<file path="config.mk">
export PLATFORM = sky130hd
export DESIGN_NAME = number_gen_flat
export DESIGN_NICKNAME = d
export VERILOG_FILES = /design/src/rtl/numgen_pkg.sv /design/src/rtl/number_gen_if.sv /design/src/rtl/num_class.sv /design/src/rtl/number_gen.sv /design/src/flat_wrapper.sv
export SDC_FILE = /design/constraint.sdc
export NUM_CORES = 1
export LEC_CHECK = 0
export BUFFER_PORTS_ARGS = -buffer_cell sky130_fd_sc_hd__buf_2
export CAP_MARGIN = 10
export CORE_MARGIN = 5
export CORE_UTILIZATION = 35
export DETAILED_ROUTE_END_ITERATION = 8
export PLACE_DENSITY_LB_ADDON = 0.08
export SYNTH_ARGS = -nofsm -noshare
export SYNTH_HDL_FRONTEND = slang
export SYNTH_SLANG_ARGS = --single-unit
</file>
<file path="constraint.sdc">
create_clock -name clk -period 4.17 [get_ports clk]
set_input_delay 0.417 -clock clk [delete_from_list [all_inputs] [get_ports clk]]
set_output_delay 0.417 -clock clk [all_outputs]
set_load 0.05 [all_outputs]
</file>
<file path="src/rtl/numgen_pkg.sv">
// Shared types, class encodings and class masks for the number generator.
package numgen_pkg;

   typedef enum logic [1:0] {
      S_IDLE,
      S_SCAN,
      S_EMIT,
      S_DONE
   } state_t;

   localparam logic [1:0] SEL_PRIME = 2'b00;
   localparam logic [1:0] SEL_DIV3  = 2'b01;
   localparam logic [1:0] SEL_AND   = 2'b10;
   localparam logic [1:0] SEL_OR    = 2'b11;

   localparam logic [15:0] PRIME_MASK = 16'h28AC;
   localparam logic [15:0] DIV3_MASK  = 16'h9249;

   // Bit n set when value n belongs to the class selected by sel.
   function automatic logic [15:0] class_mask(input logic [1:0] sel);
      logic [15:0] m;
      m = PRIME_MASK | DIV3_MASK;
      case (sel)
         SEL_PRIME: m = PRIME_MASK;
         SEL_DIV3:  m = DIV3_MASK;
         SEL_AND:   m = PRIME_MASK & DIV3_MASK;
         SEL_OR:    m = PRIME_MASK | DIV3_MASK;
         default:   m = PRIME_MASK | DIV3_MASK;
      endcase
      return m;
   endfunction

endpackage

</file>
<file path="src/rtl/number_gen_if.sv">
// Request/response bundle of number_gen; count exists only with NUMGEN_COUNT_EN.
interface number_gen_if;

   logic       start;
   logic [1:0] sel;
   logic [3:0] out_val;
   logic       out_valid;
   logic       out_ready;
   logic       out_last;
   logic       busy;
   logic       done;
`ifdef NUMGEN_COUNT_EN
   logic [4:0] count;

   modport master (
      output start, sel, out_ready,
      input  out_val, out_valid, out_last, busy, done, count
   );
   modport slave (
      input  start, sel, out_ready,
      output out_val, out_valid, out_last, busy, done, count
   );
`else
   modport master (
      output start, sel, out_ready,
      input  out_val, out_valid, out_last, busy, done
   );
   modport slave (
      input  start, sel, out_ready,
      output out_val, out_valid, out_last, busy, done
   );
`endif

endinterface

</file>
<file path="src/rtl/num_class.sv">
// Combinational class test: is i_val a member of the class chosen by i_sel.
import numgen_pkg::*;

module num_class (
   input  logic [3:0] i_val,
   input  logic [1:0] i_sel,
   output logic       o_match
);

   logic [15:0] w_mask;

   assign w_mask  = class_mask(i_sel);
   assign o_match = w_mask[i_val];

endmodule

</file>
<file path="src/rtl/number_gen.sv">
// Scans 0..15 and emits members of the selected class over a valid/ready port.
// Optional NUMGEN_COUNT_EN adds a count of accepted values per scan.
import numgen_pkg::*;

module number_gen (
   input  logic         clk,
   input  logic         reset,
   number_gen_if.slave  bus
);

   state_t      r_state;
   state_t      w_state_nx;
   logic [3:0]  r_cursor;
   logic [3:0]  w_cursor_nx;
   logic [1:0]  r_sel;
   logic [1:0]  w_sel_nx;
   logic        w_match;
   logic        w_last;
   logic        w_accept;
   logic        w_start_ok;
   logic [15:0] w_mask;
   logic [15:0] w_above;

   num_class u_class (
      .i_val   (r_cursor),
      .i_sel   (r_sel),
      .o_match (w_match)
   );

   // Last match when no class member remains strictly above the cursor.
   assign w_mask     = class_mask(r_sel);
   assign w_above    = (w_mask >> r_cursor) >> 1;
   assign w_last     = (w_above == 16'd0);
   assign w_accept   = (r_state == S_EMIT) && bus.out_ready;
   assign w_start_ok = (r_state == S_IDLE) && bus.start;

   always_ff @(posedge clk) begin
      if (reset) begin
         r_state  <= S_IDLE;
         r_cursor <= 4'd0;
         r_sel    <= SEL_PRIME;
      end else begin
         r_state  <= w_state_nx;
         r_cursor <= w_cursor_nx;
         r_sel    <= w_sel_nx;
      end
   end

   always_comb begin
      w_state_nx    = r_state;
      w_cursor_nx   = r_cursor;
      w_sel_nx      = r_sel;
      bus.out_valid = 1'b0;
      bus.out_last  = 1'b0;
      bus.busy      = 1'b0;
      bus.done      = 1'b0;
      unique case (r_state)
         S_IDLE: begin
            if (bus.start) begin
               w_sel_nx    = bus.sel;
               w_cursor_nx = 4'd0;
               w_state_nx  = S_SCAN;
            end
         end
         S_SCAN: begin
            bus.busy = 1'b1;
            if (w_match)
               w_state_nx = S_EMIT;
            else if (r_cursor == 4'd15)
               w_state_nx = S_DONE;
            else
               w_cursor_nx = r_cursor + 4'd1;
         end
         S_EMIT: begin
            bus.busy      = 1'b1;
            bus.out_valid = 1'b1;
            bus.out_last  = w_last;
            if (bus.out_ready) begin
               if (r_cursor == 4'd15 || w_last) begin
                  w_state_nx = S_DONE;
               end else begin
                  w_cursor_nx = r_cursor + 4'd1;
                  w_state_nx  = S_SCAN;
               end
            end
         end
         S_DONE: begin
            bus.done   = 1'b1;
            w_state_nx = S_IDLE;
         end
         default: w_state_nx = S_IDLE;
      endcase
   end

   assign bus.out_val = r_cursor;

`ifdef NUMGEN_COUNT_EN
   logic [4:0] r_count;

   always_ff @(posedge clk) begin
      if (reset)
         r_count <= 5'd0;
      else if (w_start_ok)
         r_count <= 5'd0;
      else if (w_accept)
         r_count <= r_count + 5'd1;
   end

   assign bus.count = r_count;
`else
   logic w_unused;
   assign w_unused = w_start_ok ^ w_accept;
`endif

endmodule

</file>
<file path="src/flat_wrapper.sv">
// flat-port wrapper written by rule: the top's interface ports become plain ports
module number_gen_flat 
  (clk, reset, bus_start, bus_sel, bus_out_ready, bus_out_val, bus_out_valid, bus_out_last, bus_busy, bus_done);
  number_gen_if bus_i ();
  input  logic clk;
  input  logic reset;
  input wire logic [$bits(bus_i.start)-1:0] bus_start;
  input wire logic [$bits(bus_i.sel)-1:0] bus_sel;
  input wire logic [$bits(bus_i.out_ready)-1:0] bus_out_ready;
  output wire logic [$bits(bus_i.out_val)-1:0] bus_out_val;
  output wire logic [$bits(bus_i.out_valid)-1:0] bus_out_valid;
  output wire logic [$bits(bus_i.out_last)-1:0] bus_out_last;
  output wire logic [$bits(bus_i.busy)-1:0] bus_busy;
  output wire logic [$bits(bus_i.done)-1:0] bus_done;
  assign bus_i.start = bus_start;
  assign bus_i.sel = bus_sel;
  assign bus_i.out_ready = bus_out_ready;
  assign bus_out_val = bus_i.out_val;
  assign bus_out_valid = bus_i.out_valid;
  assign bus_out_last = bus_i.out_last;
  assign bus_busy = bus_i.busy;
  assign bus_done = bus_i.done;
  number_gen u_core (.clk(clk), .reset(reset), .bus(bus_i));
endmodule
</file>
Word level (Yosys, flattened, before mapping)
Cells that the tools add are included.

Register bits: 8. Bits of input ports: 6. Logic and storage cells: 47.

Add/subtract/negate cells: 1. Magnitude comparators: 1. Equal/unequal tests: 13. Shift operators: 1. Muxes and demuxes: 19. Reduce and logical (&&, ||, !) cells: 9.

Operators with widths (number): 16-bit case mux with 4 select lines (1); 4-bit 2-to-1 mux (5); 16-bit zero test (1); 16-bit by 4-bit >> shifter with 16-bit output (1); 4-bit case mux with 3 select lines (1); 2-bit 2-to-1 mux (5); 2-bit != test, second input constant (5); 2-bit equality test, second input constant (4); 2-bit case mux with 4 select lines (1); 6-bit AND reduction (1); 4-bit by 5-bit < comparator with 1-bit output, second input constant (1); 1-bit 2-to-1 mux (5); 4-bit by 1-bit adder with 4-bit output, second input constant (1); 1-bit binary-select mux with 4-bit select (1); 2-bit by 1-bit equality test with 1-bit output, second input constant (2); 4-bit equality test, second input constant (1); 2-bit zero test (2); 3-bit by 2-bit != test with 1-bit output, second input constant (1); 3-bit AND reduction (1); 3-bit nonzero test (1); 2-bit AND reduction (1); 2-bit OR reduction (1); 1-bit logical OR (1).

Logic depth before layout (Yosys ltp)
Gate-level depths: netlist (run 1).

Word-level depth: 8. Gate-level depth with buffers: 8. Gate-level depth less buffers: 8.

Modules after synthesis
Synthesis (run 1) repeated with hierarchy kept, for this count alone.

Cell total of the unflattened synthesis: 90. Area, all modules: 748.2 um2.

Modules (own cells, without submodules): number_gen (instances 1, cells an instance 75, area an instance 630.6 um2, seq. area each 160.2 um2); num_class (instances 1, cells an instance 15, area an instance 117.6 um2, seq. area each 0.0 um2).

Worst setup path after synthesis (run 1)
Ideal clock, no wire load.

Path kind: register to output. Start point: register u_core.r_state[0]. End point: output port bus_out_last. Arrival time: 2.260 ns. Required time: 3.753 ns. Path slack: 1.493 ns. Cell stages (with the launch flop): 5. Path buffers: 0. Path through: dfxtp_1 inv_1 ha_1 o31ai_1 nor3_1.

Longest elaborated chain between the ends: 2.

RTL lines: start: declaration (line number_gen.sv:11) `state_t r_state;`; start signal: assignment (line number_gen.sv:43) `r_state <= w_state_nx;`; 2-bit equality test; 1-bit 2-to-1 mux (line number_gen.sv:57) `unique case (r_state)`; end: declaration (line flat_wrapper.sv:12) `output wire logic [$bits(bus_i.out_last)-1:0] bus_out_last;`.

No other way between the ends.

Worst setup path after layout (run 1)
Start point: register u_core.r_sel[1]. End point: output port bus_out_last.

Longest elaborated chain between the ends: 5. Elaborated cells on any way between the ends: 8. Classes of those cells: eq/ne (3); shift (1); mux (2); reduce/logical (2).

RTL lines: start: declaration (line number_gen.sv:15) `logic [1:0] r_sel;`; start signal: assignment (line number_gen.sv:45) `r_sel <= w_sel_nx;`; 2-bit equality test (tied with other cells) (line numgen_pkg.sv:23) `case (sel)`; 16-bit case mux with 4 select lines (*) (line numgen_pkg.sv:23); 16-bit by 4-bit >> shifter with 16-bit output (*) (line number_gen.sv:32) `assign w_above = (w_mask >> r_cursor) >> 1;`; 16-bit zero test (*) (line number_gen.sv:33) `assign w_last = (w_above == 16'd0);`; 1-bit 2-to-1 mux (*) (line number_gen.sv:57).

Mark *: on every way between the ends. The rest lies on a longest branch, timed or not. The select of a mux whose other input is x is not followed.

==> results of run 1 <==
-- power by group --
part / switching (mW) / internal, mW / leakage [nW]
sequential: 0.0304 / 0.0921 / 0.0652
combinational: 0.196 / 0.119 / 0.291
clock: 0.0248 / 0.0328 / 0.0138
-- final timing paths --
path	from	to	cells past startpoint
setup / recovery	u_core.r_sel[1]	bus_out_last	6
hold / removal	bus_sel[1]	u_core.r_sel[1]	3
setup reg to reg	u_core.bus.out_val[0]	u_core.bus.out_val[3]	7
hold reg to reg	u_core.r_sel[1]	u_core.r_sel[1]	2
-- per-stage QoR --
step | util [%] | worst slack [ns] | cell area [µm²]
after global routing | 39.78 | 1.885 | 854.6
after detailed placement | 38.73 | 2.125 | 832.0
after global placement | 38.73 | 2.149 | 832.0
after floorplan | - | 1.493 | 767.0
after CTS | 39.78 | 2.021 | 854.6
final | 39.78 | 2.031 | 854.6
-- registers in the layout, indices dropped and copies added (netlist names) --
signal and flops:
u_core.bus.out_val 4, u_core.r_sel 2, u_core.r_state 2
-- metal layers --
metal	track usage (%)	part of all wire, %
met4	2.980	0.74
met2	17.82	43
met3	2.989	3.7
met5	0	0
met1	16.03	53
-- synthesized netlist by cell type, types with 2 or more instances --
cell type | count | area (µm²)
nor2_1 | 3 | 11.26
a2bb2oi_1 | 2 | 17.52
ha_1 | 7 | 87.58
nand2_1 | 9 | 33.78
and2_1 | 2 | 12.51
nand2b_1 | 5 | 31.28
buf_4 | 2 | 15.01
dfxtp_1 | 8 | 160.2
nand3_1 | 7 | 35.03
o21ai_0 | 2 | 10.01
inv_1 | 7 | 26.28
a21oi_1 | 7 | 35.03
a21o_1 | 2 | 15.01
a22oi_1 | 2 | 15.01
-- layout make-up --
| class | instances | area [µm²] | area share, % |
|---|---|---|---|
| Timing Repair Buffer | 13 | 65.06 | 7.613 |
| Sequential cell | 8 | 160.2 | 18.74 |
| Multi-Input combinational cell | 75 | 541.8 | 63.40 |
| Clock buffer | 3 | 22.52 | 2.635 |
| Tap cell | 28 | 35.03 | 4.100 |
| Inverter | 8 | 30.03 | 3.514 |
-- tightest hold or removal path, cell delays in order --
cell and delay, ns:
buf_2 0.10, nand3_1 0.06, a21oi_1 0.05
-- layout by cell type (no fill, tap or decap), types with 2 or more instances in the layout --
cell type  instances
nand2b_1           5
nor2_1             3
nand3_1            7
a21oi_1            7
o21ai_0            2
a2bb2oi_1          2
a22oi_1            2
and2_1             2
buf_2             13
a21o_1             2
inv_1              7
ha_1               7
clkbuf_4           3
nand2_1            9
dfxtp_1            8
-- cells by family after synthesis --
group / after synthesis / share of synthesized area [%]
and+or+nand+nor: 37 / 26.76
DFF: 8 / 20.88
buffers and inverters: 13 / 8.481
AOI/OAI and AO/OA: 29 / 30.18
xor gates and xnor gates: 2 / 2.284
adders and majority gates: 7 / 11.42
==> reports/qor.csv, run 1 <==
metric,value,unit
DP Wirelength,1334,µm
Diodes inserted,0,
final setup vio count,0,
final hold viol count,0,
first-pass GRT wire length,3015,µm
Mapped Nets,109,
wire length per cell,12.95,µm
# H-tree levels,1,
fin crit share,51.30,%
clk slew on worst S/H paths,0.05,ns
Cells after Synth,96,
global-route usage over all layers,11.60,%
synth warn,0,
Port Buffers,13,
Post-synth EDFFs,0,
R2R Setup Slk,2.11,ns
Top delay family on crit path,simple AND/OR/NAND/NOR gates,
Critical Path AT,1.72,ns
RSZ-0062 raised after global routing,false,
Hold Path Class,in -> reg,
postcts setup bufs,0,
Final nets,122,
Crit path largest cell delay,0.35,ns
Placer Congestion,0.7626,
row count,17,
Max Clk Rate,467.5,MHz
register area share after synthesis,20.88,%
worst slew pin tran,0.5130,ns
CP required,3.75,ns
Clock Latency Late Sink,0.25,ns
CTS tree,yes,
Setup crit end kind,output pin,
WS Path Type,reg -> out,
buffer and inverter count on the worst path,2,
Hold WS,0.4256,ns
IO Pins,14,
layout cell share with drive strength beyond 1,21.50,%
CP max FO,4,
Sink Count,8,
core footprint,2148,µm²
Slew HR,65.75,%
Yosys reg bits,8,
ys flop type,dfxtp_1,
Final TNS setup,0,ns
Num CTS Buffers,3,
Routed Wire Length,1748,µm
status,"complete, no violations",
CP Launch Type,flop,
CP Cell Sequence,inv_1 -> ha_1 -> or2_1 -> a2bb2oi_1 -> nor3_1 -> buf_2,
largest net degree at the start of global routing,17,
CTS resizes,0,
area grow syn2layout,11.42,%
Max Buffers Root-to-Sink,2,
DRT iter0 DRCs,18,
mapped cell area,767.0,µm²
post-layout min period,2.139,ns
Yosys cell types,45,
max cap viols,0,
slowest stage cell on the critical path,dfxtp_1,
final slew viol count,0,
worst vdd ir,0.5129,mV
power per cell area,578.8,nW/µm²
cell chosen for the clock root,clkbuf_4,
placed cells,132,
power consumption,0.4946,mW
die height,56.81,µm
initial antenna violation count,0,
Pre-antenna DRT Iters,4,
Pleak,0.3699,nW
syn_area_per_cell,7.989,µm²
ys async rst share,0,%
Initial Util,35.70,%
Hold Buf Count CTS,0,
skew final,0.002944,ns
vias in the first global route,676,
die area,3227,µm²
grt total ovfl,0,
vias per cell,5.207,
chip width,56.81,µm
Final ANT Viol Nets,0,
fillers,239,
DR DRC count,0,
via count,703,
"Cell Count, Final, Fillers Out",135,
Note: power is estimated with default switching activity, not from simulation.
==> inputs of run 2 (changes only) <==
Settings changed: ABC_AREA set to 1.
Clock period 4.17 ns to 1.9 ns, I/O delays scaled along.
==> run 2 against run 1 <==
Effect of this change: combinational power grew to 3.1 times the previous value; sequential cell count stayed put; hold slack worse by 0.31 ns; sequential power is 140% higher; utilization is 2.1 points higher; first-iteration DRC count is 44% lower; count of clock-buffer cells in the layout stayed put; sequential share of layout area is 1.1 points lower; via count is 1.3% higher; critical path type unchanged; clock skew is 0.0016 ns lower.
==> reports/qor.csv, run 2 <==
metric,value,unit,change
Critical Path AT,1.56,ns,-0.16 ns
CTS tree,yes,,
status,"complete, no violations",,
Max Clk Rate,570.8,MHz,
top-count cell post-synth,nand2_1,,
RSZ-0062 raised after global routing,false,,
row count,17,,unchanged
clock share of power,10.1,%,-1.5 points
register area share after synthesis,20.51,%,-0.37 points
synth warn,0,,unchanged
Final nets,143,,+17%
final hold viol count,0,,unchanged
Post-synth EDFFs,0,,unchanged
Routed Wire Length,1677,µm,-4.1%
# H-tree levels,1,,unchanged
switching pwr,0.7869,mW,+210%
Diodes inserted,0,,unchanged
worst slew pin tran,0.3329,ns,-0.1801 ns
buffer and inverter count on the worst path,4,,+2
Gate power share,69.5,%,+5.9 points
Initial Util,35.99,%,+0.28 points
number of flip-flops in the largest register,4,,unchanged
worst vdd ir,0.6075,mV,+18%
fin crit share,92.21,%,
Crit path largest cell delay,0.36,ns,about the same
Yosys reg bits,8,,unchanged
mapped cell area,780.7,µm²,+1.8%
CP Launch Type,flop,,
CP dominant cell by count,inv_1,,
postcts setup bufs,0,,unchanged
grt total ovfl,0,,unchanged
IO Pins,14,,unchanged
Hold Path Class,in -> reg,,
via count,712,,+1.3%
DRT iter0 DRCs,10,,-8
ys async rst share,0,%,unchanged
Final TNS setup,0,ns,unchanged
WS Path Type,reg -> out,,
largest net degree at the start of global routing,10,,-7
Layout Utilization,41.87,%,+2.1 points
syn_area_per_cell,7.034,µm²,-12%
DR DRC count,0,,unchanged
Setup crit end kind,output pin,,
Post-synth top cells,"nand2_1 (24), nor2_1 (12), inv_1 (11), dfxtp_1 (8), ha_1 (7)",,
core footprint,2170,µm²,+0.99%
Mapped Nets,124,,+14%
cell chosen for the clock root,clkbuf_4,,
max cap viols,0,,unchanged
Seq pwr share,20.4,%,-4.4 points
"Cell Count, Final, Fillers Out",156,,+16%
Clock Latency Late Sink,0.26,ns,about the same
Pre-antenna DRT Iters,4,,unchanged
final setup vio count,0,,unchanged
initial antenna violation count,0,,unchanged
CP required,1.71,ns,-2.04 ns
Final ANT Viol Nets,0,,unchanged
slowest stage cell on the critical path,dfxtp_1,,
vias in the first global route,658,,-2.7%
most frequent cells in the layout,"nand2_1 (24), buf_2 (12), inv_1 (11), nor2_1 (11), dfxtp_1 (8)",,
ys flop type,dfxtp_1,,
placed cells,153,,+16%
DP Wirelength,1385,µm,+3.8%
P_int,0.6229,mW,+160%
die height,57.23,µm,+0.74%
Pleak,0.4483,nW,+21%
reg2reg path depth,10,,+3
Top delay family on crit path,buffers and inverters,,
wire length per cell,10.75,µm,-17%
clk slew on worst S/H paths,0.06,ns,about the same
chip width,57.23,µm,+0.74%
Synth area leaders,"dfxtp_1 (21%), nand2_1 (12%), ha_1 (11%)",,
Yosys cell types,25,,-44%
skew final,0.001324,ns,-0.001620 ns
Final Cell Area,908.4,µm²,+6.3%
"most common cell after layout, fill and taps aside",nand2_1,,
CP Cell Sequence,inv_1 -> ha_1 -> inv_1 -> a21oi_1 -> nand3_2 -> inv_1 -> clkbuf_4,,
Sink Count,8,,unchanged
dpl cell area,880.8,µm²,+5.9%
area grow syn2layout,16.35,%,
layout cell share with drive strength beyond 1,36.72,%,+15 points
Max Buffers Root-to-Sink,2,,unchanged
die area,3275,µm²,+1.5%
Slew HR,77.81,%,+12 points
Yosys top cell area share,20.51,%,-0.37 points
cell count of the worst hold path,2,,-1
CP Depth,7,,+1
power per cell area,1552,nW/µm²,+170%
Num CTS Buffers,3,,unchanged
vias per cell,4.564,,-12%
CP max FO,5,,+1
Placer Congestion,0.7103,,-6.9%
Hold Buf Count CTS,0,,unchanged
post-layout min period,1.752,ns,
final slew viol count,0,,unchanged
Cells after Synth,111,,+16%
switch share,55.82,%,+5.1 points
first-pass GRT wire length,2842,µm,-5.7%
global-route usage over all layers,11.30,%,-0.31 points
largest area contributor in the netlist,dfxtp_1,,
Port Buffers,13,,unchanged
[run 2: changes by cell type in the layout (fill, tap and decap cells not counted), sizes merged, moves of 4 or more]
cell / delta
nand2: +21
nor2: +13
inv: +8
o21ai: +6
nand2b: -5
nand3: +4
[run 2: cells by family (layout without fill, tap and decap cells)]
kind of cell    Yosys count  count (layout)  share of synthesized area, %
compound gates           18              18                         15.87
xor+xnor                  2               2                         3.206
fa+ha+maj                 7               7                         11.22
buf+inv                  18              35                         10.58
flops                     8               8                         20.51
simple gates             58              58                         38.62
[run 2: timing repair]
| action | in CTS | in global routing |
|---|---|---|
| gates resized for setup | 0 | 2 |
| endpoints found under the setup margin | 0 | 1 |
| endpoints found under the hold margin | 0 | 0 |
[run 2: area by class of cell]
class / count / area [µm²]
flip-flops and latches: 8 / 160.2
fillers: 257 / 1261
inverters: 16 / 60.06
repair buffers: 16 / 90.09
multi-input cells: 85 / 540.5
clock buffers: 3 / 22.52
well taps: 28 / 35.03
[run 2: worst paths after layout]
check | end | slack, ns | start
max reg2reg | u_core.bus.out_val[2] | 0.26 | u_core.r_state[0]
min reg2reg | u_core.r_sel[1] | 0.49 | u_core.r_sel[1]
min | u_core.r_state[1] | 0.11 | reset
max | bus_out_last | 0.15 | u_core.r_state[0]
[run 2: per-stage QoR]
step | setup WS (ns) | power, mW | hold slack (ns)
floorplan | 0.03995 | 1.109 | 0.2524
global placement | 0.2400 | 1.281 | 0.3902
detailed placement | 0.2593 | 1.277 | 0.3936
CTS | 0.07509 | 1.424 | 0.1094
global route | 0.02485 | 1.530 | 0.1085
finish | 0.1480 | 1.410 | 0.1145
[run 2: metal layers]
layer  vias up  GRT usage (%)  part of all wire (%)
met1       311          14.05                    49
met2         7          17.94                    46
met5         -              0                     0
li1        390              -                     -
met3         4          2.036                   2.6
met4         0          6.954                   2.4
[run 2: power groups by stage]
stage	logic (mW)	registers [mW]	clock network (mW)
after floorplan	0.745	0.364	0
after global placement	0.988	0.293	0
after detailed placement	0.986	0.291	0
after CTS	0.988	0.288	0.148
after global routing	1.08	0.296	0.157
final	0.979	0.287	0.143
[run 2: worst reg2reg max path, stage by stage (launching register included)]
cell     delay [ns]
dfxtp_1        0.42
inv_1          0.12
ha_1           0.23
inv_1          0.11
a21oi_1        0.06
nand3_2        0.09
o21ai_2        0.08
nor2_4         0.13
nand3_4        0.12
nor2_1         0.13
nor2_2         0.05
==> inputs of run 3 (changes only) <==
Settings changed: GPL_TIMING_DRIVEN set to 0.
==> run 3 against run 2 <==
Effect of this change: count of clock-buffer cells in the layout unchanged; utilization decreased by 0.12 points; hold slack improved by 0.0031 ns; routed wire length decreased by 3.9%; largest cell class unchanged.
==> reports/qor.csv, run 3 (synthesis results as in run 2) <==
metric,value,unit,change
post-layout min period,1.791,ns,+0.03893 ns
first-pass GRT wire length,2780,µm,-2.2%
gr busiest metal,met2,,
vias per cell,4.626,,+1.4%
Clock Latency Late Sink,0.26,ns,about the same
largest net degree at the start of global routing,10,,unchanged
final slew viol count,0,,unchanged
fillers,246,,-4.3%
CP Launch Type,flop,,
WS Path Type,reg -> out,,
Hold Path Class,in -> reg,,
Sink Count,8,,unchanged
final hold viol count,0,,unchanged
area grow syn2layout,16.03,%,
reg2reg path depth,10,,unchanged
Num CTS Buffers,3,,unchanged
Hold Buf Count CTS,0,,unchanged
skew final,0.002524,ns,+0.001200 ns
global-route usage over all layers,10.69,%,-0.61 points
CP max FO,5,,unchanged
chip width,57.23,µm,unchanged
DR DRC count,0,,unchanged
Final ANT Viol Nets,0,,unchanged
worst vdd ir,0.6845,mV,+13%
Max Clk Rate,558.4,MHz,-2.2%
IO Pins,14,,unchanged
met1 Use GR,13.09,%,-0.96 points
die height,57.23,µm,unchanged
CTS resizes,0,,unchanged
RSZ-0062 raised after global routing,false,,
R2R Setup Slk,0.25,ns,about the same
reg-to-reg critical path startpoint,u_core.r_state[0],,
cell chosen for the clock root,clkbuf_4,,
GR Util met3,2.036,%,unchanged
most frequent cells in the layout,"nand2_1 (24), buf_2 (13), inv_1 (11), nor2_1 (11), dfxtp_1 (8)",,
Setup crit end kind,output pin,,
power per cell area,1554,nW/µm²,+0.11%
Routed Wire Length,1612,µm,-3.9%
Pre-antenna DRT Iters,4,,unchanged
initial antenna violation count,0,,unchanged
Initial Util,35.99,%,unchanged
dpl cell area,880.8,µm²,unchanged
layout cell share with drive strength beyond 1,36.22,%,-0.50 points
Worst R2R End,u_core.bus.out_val[0],,
Max Buffers Root-to-Sink,2,,unchanged
clk slew on worst S/H paths,0.06,ns,about the same
slowest stage cell on the critical path,dfxtp_1,,
CTS tree,yes,,
Hold Crit Start,reset,,
final setup vio count,0,,unchanged
Final nets,142,,-0.70%
wire length per cell,10.40,µm,-3.3%
"Cell Count, Final, Fillers Out",155,,-0.64%
core footprint,2170,µm²,unchanged
Final Cell Area,905.9,µm²,-0.28%
row count,17,,unchanged
CP required,1.71,ns,about the same
Pleak,0.4456,nW,-0.62%
Slew HR,77.00,%,-0.81 points
Diodes inserted,0,,unchanged
status,"complete, no violations",,
placed cells,152,,-0.65%
DRT iter0 DRCs,5,,-5
max cap viols,0,,unchanged
CP dominant cell by count,inv_1,,
die area,3275,µm²,unchanged
postcts setup bufs,0,,unchanged
CP Cell Sequence,inv_1 -> ha_1 -> inv_1 -> a21oi_1 -> nand3_2 -> inv_1 -> buf_2,,
# H-tree levels,1,,unchanged
cell count of the worst hold path,2,,unchanged
grt total ovfl,0,,unchanged
Crit path largest cell delay,0.37,ns,about the same
M2 GR Usage,17.94,%,unchanged
Final TNS setup,0,ns,unchanged
worst slew pin tran,0.3451,ns,+0.01216 ns
fin crit share,94.26,%,+2.0 points
"most common cell after layout, fill and taps aside",nand2_1,,
vias in the first global route,693,,+5.3%
DP Wirelength,1319,µm,-4.8%
Hold WS,0.1176,ns,+0.003064 ns
Hold Path End,u_core.r_state[1],,
via count,717,,+0.70%
Critical Path AT,1.60,ns,+0.04 ns
Placer Congestion,0.7469,,+5.2%
number of flip-flops in the largest register,4,,unchanged
power consumption,1.407,mW,-0.16%
Port Buffers,13,,unchanged
## run 3: changes by cell type in the layout (fill, tap and decap cells not counted)
| cell | change |
|---|---|
| buf_2 | +1 |
| buf_4 | -3 |
| clkbuf_4 | -1 |
| buf_6 | +2 |
## run 3: per-layer routing
metal	wire length, µm	vias up
met1	770	324
met3	33	2
met2	789	5
met4	19	0
met5	0	-
li1	-	386
## run 3: worst max path at each step
stage	start	endpoint	slack, ns
finish	u_core.r_state[0]	bus_out_last	0.11
global route	u_core.r_state[0]	bus_out_last	0.0002
CTS	u_core.r_sel[1]	bus_out_last	0.06
detailed placement	u_core.r_state[0]	u_core.bus.out_val[0]	0.23
global placement	u_core.r_state[0]	u_core.bus.out_val[2]	0.23
floorplan	u_core.r_state[0]	u_core.bus.out_val[2]	0.04
## run 3: layout make-up
cell class / instances / area, µm² / area share (%)
Buffer: 2 / 22.52 / 2.486
Clock buffer: 3 / 22.52 / 2.486
Inverter: 16 / 60.06 / 6.630
Multi-Input combinational cell: 85 / 540.5 / 59.67
Sequential cell: 8 / 160.2 / 17.68
Tap cell: 28 / 35.03 / 3.867
Timing Repair Buffer: 13 / 65.06 / 7.182
## run 3: per-stage QoR
step	util, %	setup WS [ns]
2_1_floorplan	-	0.03995
3_3_place_gp	40.60	0.2309
3_5_place_dp	40.60	0.2331
4_1_cts	41.64	0.06144
5_1_grt	41.75	0.0001513
6_report	41.75	0.1090
## run 3: power breakdown
part | switching [mW] | internal [mW]
logic | 0.643 | 0.332
registers | 0.0729 | 0.219
clock network | 0.0673 | 0.0730
## run 3: worst max-delay path: cells and delay by family, from the launching register on
family | cells | cell delay, ns
compound gates | 1 | 0.15
fa+ha+maj | 1 | 0.20
buf+inv | 4 | 0.53
flops | 1 | 0.37
simple gates | 1 | 0.10
